`src/rtl/pong_game_ctrl.sv`:
```
// Game-sequencing controller for the VGA pong datapath: serve/play/miss/over
// sequencing, BCD score, lives and speed level, all advanced on the frame tick.
module pong_game_ctrl #(
   parameter int LIVES            = 3,
   parameter int MISS_Y           = 470,
   parameter int MISS_FRAMES      = 60,
   parameter int HITS_PER_SPEEDUP = 4
) (
   input  logic       clk,
   input  logic       rst_n,
   input  logic       frame_tick,
   input  logic       serve_btn,
   input  logic [8:0] ball_y,
   input  logic       paddle_hit,
   output logic       ball_load,
   output logic       ball_step,
   output logic [1:0] speed,
   output logic [3:0] score_tens,
   output logic [3:0] score_ones,
   output logic [1:0] lives,
   output logic       game_over,
   output logic [2:0] state
);

   typedef enum logic [2:0] {
      S_IDLE  = 3'd0,
      S_SERVE = 3'd1,
      S_PLAY  = 3'd2,
      S_MISS  = 3'd3,
      S_OVER  = 3'd4
   } state_e;

   localparam logic [1:0] LIVES_INIT  = 2'(LIVES);
   localparam logic [8:0] MISS_Y_C    = 9'(MISS_Y);
   localparam logic [7:0] MISS_FRM_C  = 8'(MISS_FRAMES);
   localparam logic [3:0] HITS_SPD_C  = 4'(HITS_PER_SPEEDUP);

   state_e     state_q, state_d;
   logic       ball_load_q, ball_load_d;
   logic       ball_step_q, ball_step_d;
   logic [1:0] speed_q, speed_d;
   logic [3:0] tens_q, tens_d;
   logic [3:0] ones_q, ones_d;
   logic [1:0] lives_q, lives_d;
   logic       game_over_q, game_over_d;
   logic       hit_q, hit_d;
   logic [3:0] hit_cnt_q, hit_cnt_d;
   logic [7:0] frame_cnt_q, frame_cnt_d;
   logic       sync1_q, sync2_q, sync3_q;

   logic       serve_evt;
   logic [3:0] hit_cnt_inc;
   logic [7:0] frame_cnt_inc;

   // sync3_q holds the previous synchronized level so a held button yields one event
   assign serve_evt     = sync2_q & ~sync3_q;
   assign hit_cnt_inc   = hit_cnt_q + 4'd1;
   assign frame_cnt_inc = frame_cnt_q + 8'd1;

   // NOTE: state registers use non-blocking assignments so every flop samples
   // the pre-edge values of the others, independent of statement order.
   always_ff @(posedge clk or negedge rst_n) begin
      if (!rst_n) begin
         state_q     <= S_IDLE;
         ball_load_q <= 1'b0;
         ball_step_q <= 1'b0;
         speed_q     <= 2'd0;
         tens_q      <= 4'd0;
         ones_q      <= 4'd0;
         lives_q     <= LIVES_INIT;
         game_over_q <= 1'b0;
         hit_q       <= 1'b0;
         hit_cnt_q   <= 4'd0;
         frame_cnt_q <= 8'd0;
         sync1_q     <= 1'b0;
         sync2_q     <= 1'b0;
         sync3_q     <= 1'b0;
      end else begin
         state_q     <= state_d;
         ball_load_q <= ball_load_d;
         ball_step_q <= ball_step_d;
         speed_q     <= speed_d;
         tens_q      <= tens_d;
         ones_q      <= ones_d;
         lives_q     <= lives_d;
         game_over_q <= game_over_d;
         hit_q       <= hit_d;
         hit_cnt_q   <= hit_cnt_d;
         frame_cnt_q <= frame_cnt_d;
         sync1_q     <= serve_btn;
         sync2_q     <= sync1_q;
         sync3_q     <= sync2_q;
      end
   end

   // NOTE: every signal written here gets a default first, so no path can
   // leave one unassigned and infer a latch.
   always_comb begin
      state_d     = state_q;
      ball_load_d = 1'b0;
      ball_step_d = 1'b0;
      speed_d     = speed_q;
      tens_d      = tens_q;
      ones_d      = ones_q;
      lives_d     = lives_q;
      hit_cnt_d   = hit_cnt_q;
      frame_cnt_d = frame_cnt_q;

      if (frame_tick)
         hit_d = 1'b0;
      else if (state_q == S_PLAY && paddle_hit)
         hit_d = 1'b1;
      else
         hit_d = hit_q;

      case (state_q)
         S_IDLE: begin
            state_d     = S_SERVE;
            ball_load_d = 1'b1;
         end
         S_SERVE: begin
            if (serve_evt) state_d = S_PLAY;
         end
         S_PLAY: begin
            if (frame_tick) begin
               if (ball_y >= MISS_Y_C) begin
                  // a hit latched in the same frame is dropped: the miss wins
                  state_d     = S_MISS;
                  lives_d     = lives_q - 2'd1;
                  frame_cnt_d = 8'd0;
               end else begin
                  ball_step_d = 1'b1;
                  if (hit_q) begin
                     if (!(tens_q == 4'd9 && ones_q == 4'd9)) begin
                        if (ones_q == 4'd9) begin
                           ones_d = 4'd0;
                           tens_d = tens_q + 4'd1;
                        end else begin
                           ones_d = ones_q + 4'd1;
                        end
                     end
                     if (hit_cnt_inc == HITS_SPD_C) begin
                        hit_cnt_d = 4'd0;
                        if (speed_q != 2'd3) speed_d = speed_q + 2'd1;
                     end else begin
                        hit_cnt_d = hit_cnt_inc;
                     end
                  end
               end
            end
         end
         S_MISS: begin
            if (frame_tick) begin
               frame_cnt_d = frame_cnt_inc;
               if (frame_cnt_inc == MISS_FRM_C) begin
                  if (lives_q == 2'd0) begin
                     state_d = S_OVER;
                  end else begin
                     state_d     = S_SERVE;
                     ball_load_d = 1'b1;
                     speed_d     = 2'd0;
                     hit_cnt_d   = 4'd0;
                  end
               end
            end
         end
         S_OVER: begin
            if (serve_evt) begin
               state_d     = S_SERVE;
               ball_load_d = 1'b1;
               tens_d      = 4'd0;
               ones_d      = 4'd0;
               lives_d     = LIVES_INIT;
               speed_d     = 2'd0;
               hit_cnt_d   = 4'd0;
            end
         end
         default: state_d = S_IDLE;
      endcase

      game_over_d = (state_d == S_OVER);
   end

   assign ball_load  = ball_load_q;
   assign ball_step  = ball_step_q;
   assign speed      = speed_q;
   assign score_tens = tens_q;
   assign score_ones = ones_q;
   assign lives      = lives_q;
   assign game_over  = game_over_q;
   assign state      = state_q;

endmodule
```
`config.mk`:
```
export PLATFORM = sky130hd
export DESIGN_NAME = pong_game_ctrl
export DESIGN_NICKNAME = d
export VERILOG_FILES = /design/src/rtl/pong_game_ctrl.sv
export SDC_FILE = /design/constraint.sdc
export NUM_CORES = 1
export LEC_CHECK = 0
export CAP_MARGIN = 20
export CORE_ASPECT_RATIO = 0.8
export CORE_MARGIN = 3
export CORE_UTILIZATION = 57
export CTS_CLUSTER_DIAMETER = 100
export DETAILED_ROUTE_END_ITERATION = 12
export PLACE_DENSITY_LB_ADDON = 0.1
export SLEW_MARGIN = 20
export SYNTH_ARGS = -nofsm -noshare
export SYNTH_HDL_FRONTEND = slang
export SYNTH_SLANG_ARGS = --single-unit
```
`constraint.sdc`:
```
create_clock -name clk -period 5.8 [get_ports clk]
set_clock_uncertainty 0.1 [all_clocks]
set_input_delay 1.45 -clock clk [delete_from_list [all_inputs] [get_ports clk]]
set_output_delay 1.45 -clock clk [all_outputs]
set_load 0.005 [all_outputs]
```
After elaboration in Yosys (flattened, before gate mapping):

Index checks and enable logic that the tools add are counted.
Widths: inputs -> output; s select.

* register bits: 34
* latch bits: 0
* RAM bits: 0
* bits in read-only memories: 0
* input port bits: 14
* output and inout port bits: 18
* word-level logic and storage cells: 116
* memories kept: 0

* add/subtract/negate cells: 6
* $mul: 0
* divide/modulo/power cells: 0
* magnitude comparators: 1
* equal/unequal tests: 22
* shifts and indexed selects: 0
* mux-type cells: 57
* bitwise operators: 2
* reductions and logical operators: 14

Operators with widths (number)
* $mux 4: 18
* $mux 2: 12
* $mux 8: 3
* $mux 3: 7
* $ne 2x2->1 const B: 9
* $pmux 4 s2: 2
* $pmux 8 s2: 1
* $pmux 3 s5: 1
* $add 4x1->4 const B: 3
* $pmux 4 s3: 1
* $reduce_and 10->1: 1
* $ge 9x9->1 const B: 1
* $mux 1: 9
* $add 8x1->8 const B: 1
* $eq 4x4->1 const B: 2
* $eq 8x6->1 const B: 1
* $ne 2x1->1 const B: 4
* $reduce_and 4->1: 2
* $reduce_and 8->1: 1
* $reduce_and 7->1: 1
* $eq 3x2->1 const B: 2
* $eq 3x3->1 const B: 2
* $pmux 2 s3: 1
* $reduce_and 6->1: 1
* 13 further kinds: 16

Longest topological paths before layout:

* word-level depth: 7
* mapped depth: 7
* depth with buffers taken out: 7

Least setup slack after synthesis:

No wires, ideal clock.

* path type: in2reg
* start point: input frame_tick
* end point: register speed_q[0], in the netlist speed[0]
* library setup time: 0.127 ns
* arrival time: 2.711 ns
* data required time: 5.573 ns
* slack: 2.862 ns
* cell stages on the path: 6
* buffers on the path: 1
* path through: clkbuf_1 -> inv_1 -> o22ai_4 -> o211ai_2 -> or2_1 -> mux2_1

* longest elaborated chain between the ends: 2
* elaborated cells on any way between the ends: 3
* classes of those cells: eq/ne: 2; reduce/logical: 1

RTL lines
* start: declaration: RTL line 11 `input logic frame_tick,`
* $ne 2x2->1 (no line)
* $reduce_and 10->1 (no line) (*)
* end signal: assignment: RTL line 82 `speed_q <= speed_d;`
* end: declaration: RTL line 41 `logic [1:0] speed_q, speed_d;`

Every way passes the cells marked *; elsewhere a longest branch is shown, timed or not.
A chain may end at the register's enable or synchronous reset.

Worst setup path after layout:

* start point: input ball_y[8]
* end point: register ones_q[1], in the netlist score_ones[1]

* longest elaborated chain between the ends: 3

RTL lines
* start: declaration: RTL line 13 `input logic [8:0] ball_y,`
* $ge 9x9->1: RTL line 126 `if (ball_y >= MISS_Y_C) begin`
* $ne 2x2->1 (no line)
* $reduce_and 6->1 (no line)
* end signal: assignment: RTL line 84 `ones_q <= ones_d;`
* end: declaration: RTL line 43 `logic [3:0] ones_q, ones_d;`

Every way passes these cells.

==> impl_metrics.tcl <==
set metrics [dict create \
    antenna_left 0 \
    grt_pass1_vias 1737 \
    hold_violations 0 \
    power.static_leakage_nw 1.05 \
    met1_usage 0.326 \
    arrival_ns 3.53 \
    cts_tree "done" \
    synth-edff-count 0 \
    ir_drop_mv 0.190 \
    layout_commonest_cell "dfrtp_1" \
    routed-via-count 1765 \
    ys_seq_elements 34 \
    clk_latency_ns 0.29 \
    slowest_delay_ns 0.74 \
    clock_sinks 34 \
    final_cell_mix "dfrtp_1 (32), clkdlybuf4s50_1 (30), nand2_1 (24)" \
    fillers 238 \
    gp_congestion 0.904 \
    seq_area_frac_synth 0.436 \
    route.detailed.drc 0 \
    overflow 0 \
    start_kind "input pin" \
    cts_setup_buffers 0 \
    die_height_um 58.4 \
    power_density_nw_per_um2 230 \
    synth.distinct_cells 55 \
    drv_slew 0 \
    synth_ff_type "dfrtp_1" \
    yosysWarningCount 0 \
    netlist_area_um2 1960 \
    tightest_slew_ns 0.863 \
    dp.cells 279 \
    slowest_stage "o311ai_0" \
    antenna_found_initial 0 \
    hpwlAfterDp_um 3330 \
    min_path_cells 0 \
    wirelength_um 4630 \
    std_cell_rows 18 \
    avgSynthCellArea_um2 9.20 \
    grt_max_degree 35 \
    die_w_um 71.6 \
    cts_buffer_depth 2 \
    first_pass_iters 4 \
    coreArea_um2 3200 \
    areaGrowthSynthToFinish_pct 20.6 \
    cap_violations 0 \
    worstPathRequired_ns 5.87 \
    initial_core_util 0.613 \
    critical_path_peak_fanout 4 \
    rsz0062_at_grt "false" \
    drt_iter0_drc 154 \
    portBuffers 30 \
    grt_usage 0.237 \
    finalSetupTns_ns 0 \
    use_met3 0.0580 \
    n_antenna_cell 0 \
    detail_route.wl_per_cell_um 16.1 \
    grt_pass1_wl_um 7800 \
    cts.repair.resized 0 \
    fin_cells 287 \
    layout-drive-gt1-share 0.0891 \
    syn_inst 213 \
    cts-htree-levels 2 \
    reg2regPathDepth 7 \
    fin_crit_sh 0.596 \
    use_met2 0.368 \
    synthesis.nets 236 \
    path_class "input pin to register" \
    grt_busiest_layer "met2" \
    outcome "complete, no violations" \
    path_cells "clkdlybuf4s50_1, nand3_1, o311ai_0, nand2_1, nand3_1, mux2_2" \
    cts_hold_buffers 0 \
    max_freq_ghz 0.289 \
    critPathCaptureType "register" \
    worstHoldPathType "register to register" \
    cpMostUsedCell "nand3_1" \
    cts.clk_slew.worst_paths_ns 0.06 \
    postSynth.asyncResetShare 1.00 \
    nets 269 \
    relSlewSlack 0.417 \
    finalSetupViolations 0 \
    root_buffer "clkbuf_8" \
    boundaryPins 32 \
    cts_buffers 5 \
    dieArea_um2 4180 \
    layout_min_cycle_time_ns 3.46 \
    viasPerCell 6.15 \
]
==> synth_stat cells, types with 4 or more instances <==
library cell	count	area, µm²
nor3_1	4	20.0
nand2_1	24	90.1
or3_1	4	25.0
dfrtp_1	32	801
a31oi_1	4	25.0
ha_1	9	113
inv_1	12	45.0
o21ai_0	17	85.1
nand3_1	6	30.0
nor2_1	18	67.6
a21oi_1	16	80.1
==> metal layers <==
metal  share of wire  wire length (µm)
met1            0.45              2100
met2            0.45              2100
met5               0                 0
met3           0.070               323
met4           0.022               102
==> sequential cells by signal, summed over array words and instances, names as in the netlist <==
register / count
lives: 2
ball_load: 1
sync2_q: 1
ball_step: 1
sync1_q: 1
game_over: 1
state: 3
speed: 2
score_tens: 4
hit_q: 1
hit_cnt_q: 4
frame_cnt_q: 8
sync3_q: 1
score_ones: 4
==> metrics by stage <==
| stage | util | setup WS [ns] | hold slack (ns) | instance area (µm²) | power, mW |
|---|---|---|---|---|---|
| 2_1_floorplan | - | 2.86 | 0.231 | 1960 | 0.343 |
| 3_3_place_gp | 0.713 | 2.25 | 0.239 | 2280 | 0.370 |
| 3_5_place_dp | 0.713 | 2.12 | 0.245 | 2280 | 0.377 |
| 4_1_cts | 0.739 | 2.42 | 0.260 | 2360 | 0.545 |
| 5_1_grt | 0.739 | 2.31 | 0.268 | 2360 | 0.575 |
| 6_report | 0.739 | 2.34 | 0.258 | 2360 | 0.544 |
==> report_power, final <==
| group | switching [mW] | total, mW | internal (mW) |
|---|---|---|---|
| registers | 0.0269 | 0.284 | 0.257 |
| logic | 0.0506 | 0.0918 | 0.0413 |
| clock network | 0.0846 | 0.168 | 0.0831 |
| total | 0.162 | 0.544 | 0.381 |
==> cell type report <==
class	instances	area [µm²]	area share
Timing Repair Buffer	31	308	0.130
Inverter	12	45.0	0.0191
Clock buffer	6	72.6	0.0307
Sequential cell	34	853	0.361
Multi-Input combinational cell	162	1020	0.434
Clock inverter	2	10.0	0.00424
Tap cell	40	50.0	0.0212
==> cells by family after synthesis <==
kind of cell | Yosys count | share of synthesized area
and+or+nand+nor | 87 | 0.229
AOI/OAI and AO/OA | 59 | 0.199
DFF | 34 | 0.436
buffers and inverters | 17 | 0.0415
adders and majority gates | 9 | 0.0575
muxes | 6 | 0.0332
xor gates and xnor gates | 1 | 0.00447
==> final timing paths <==
path                            from             to  slack [ns]
max                        ball_y[8]  score_ones[1]        2.34
min                          sync1_q        sync2_q        0.26
max reg2reg                 lives[0]       speed[1]        3.35
min reg2reg                  sync1_q        sync2_q        0.26
max in group asynchronous      rst_n       lives[1]        3.78
min in group asynchronous      rst_n      game_over        1.47
==> worst max-delay path, delay by kind of cell <==
kind | cells | cell delay, ns
mux | 1 | 0.34
compound gates | 1 | 0.74
buf+inv | 1 | 0.50
simple gates | 3 | 0.49
Power figures use the tool's default switching activity.
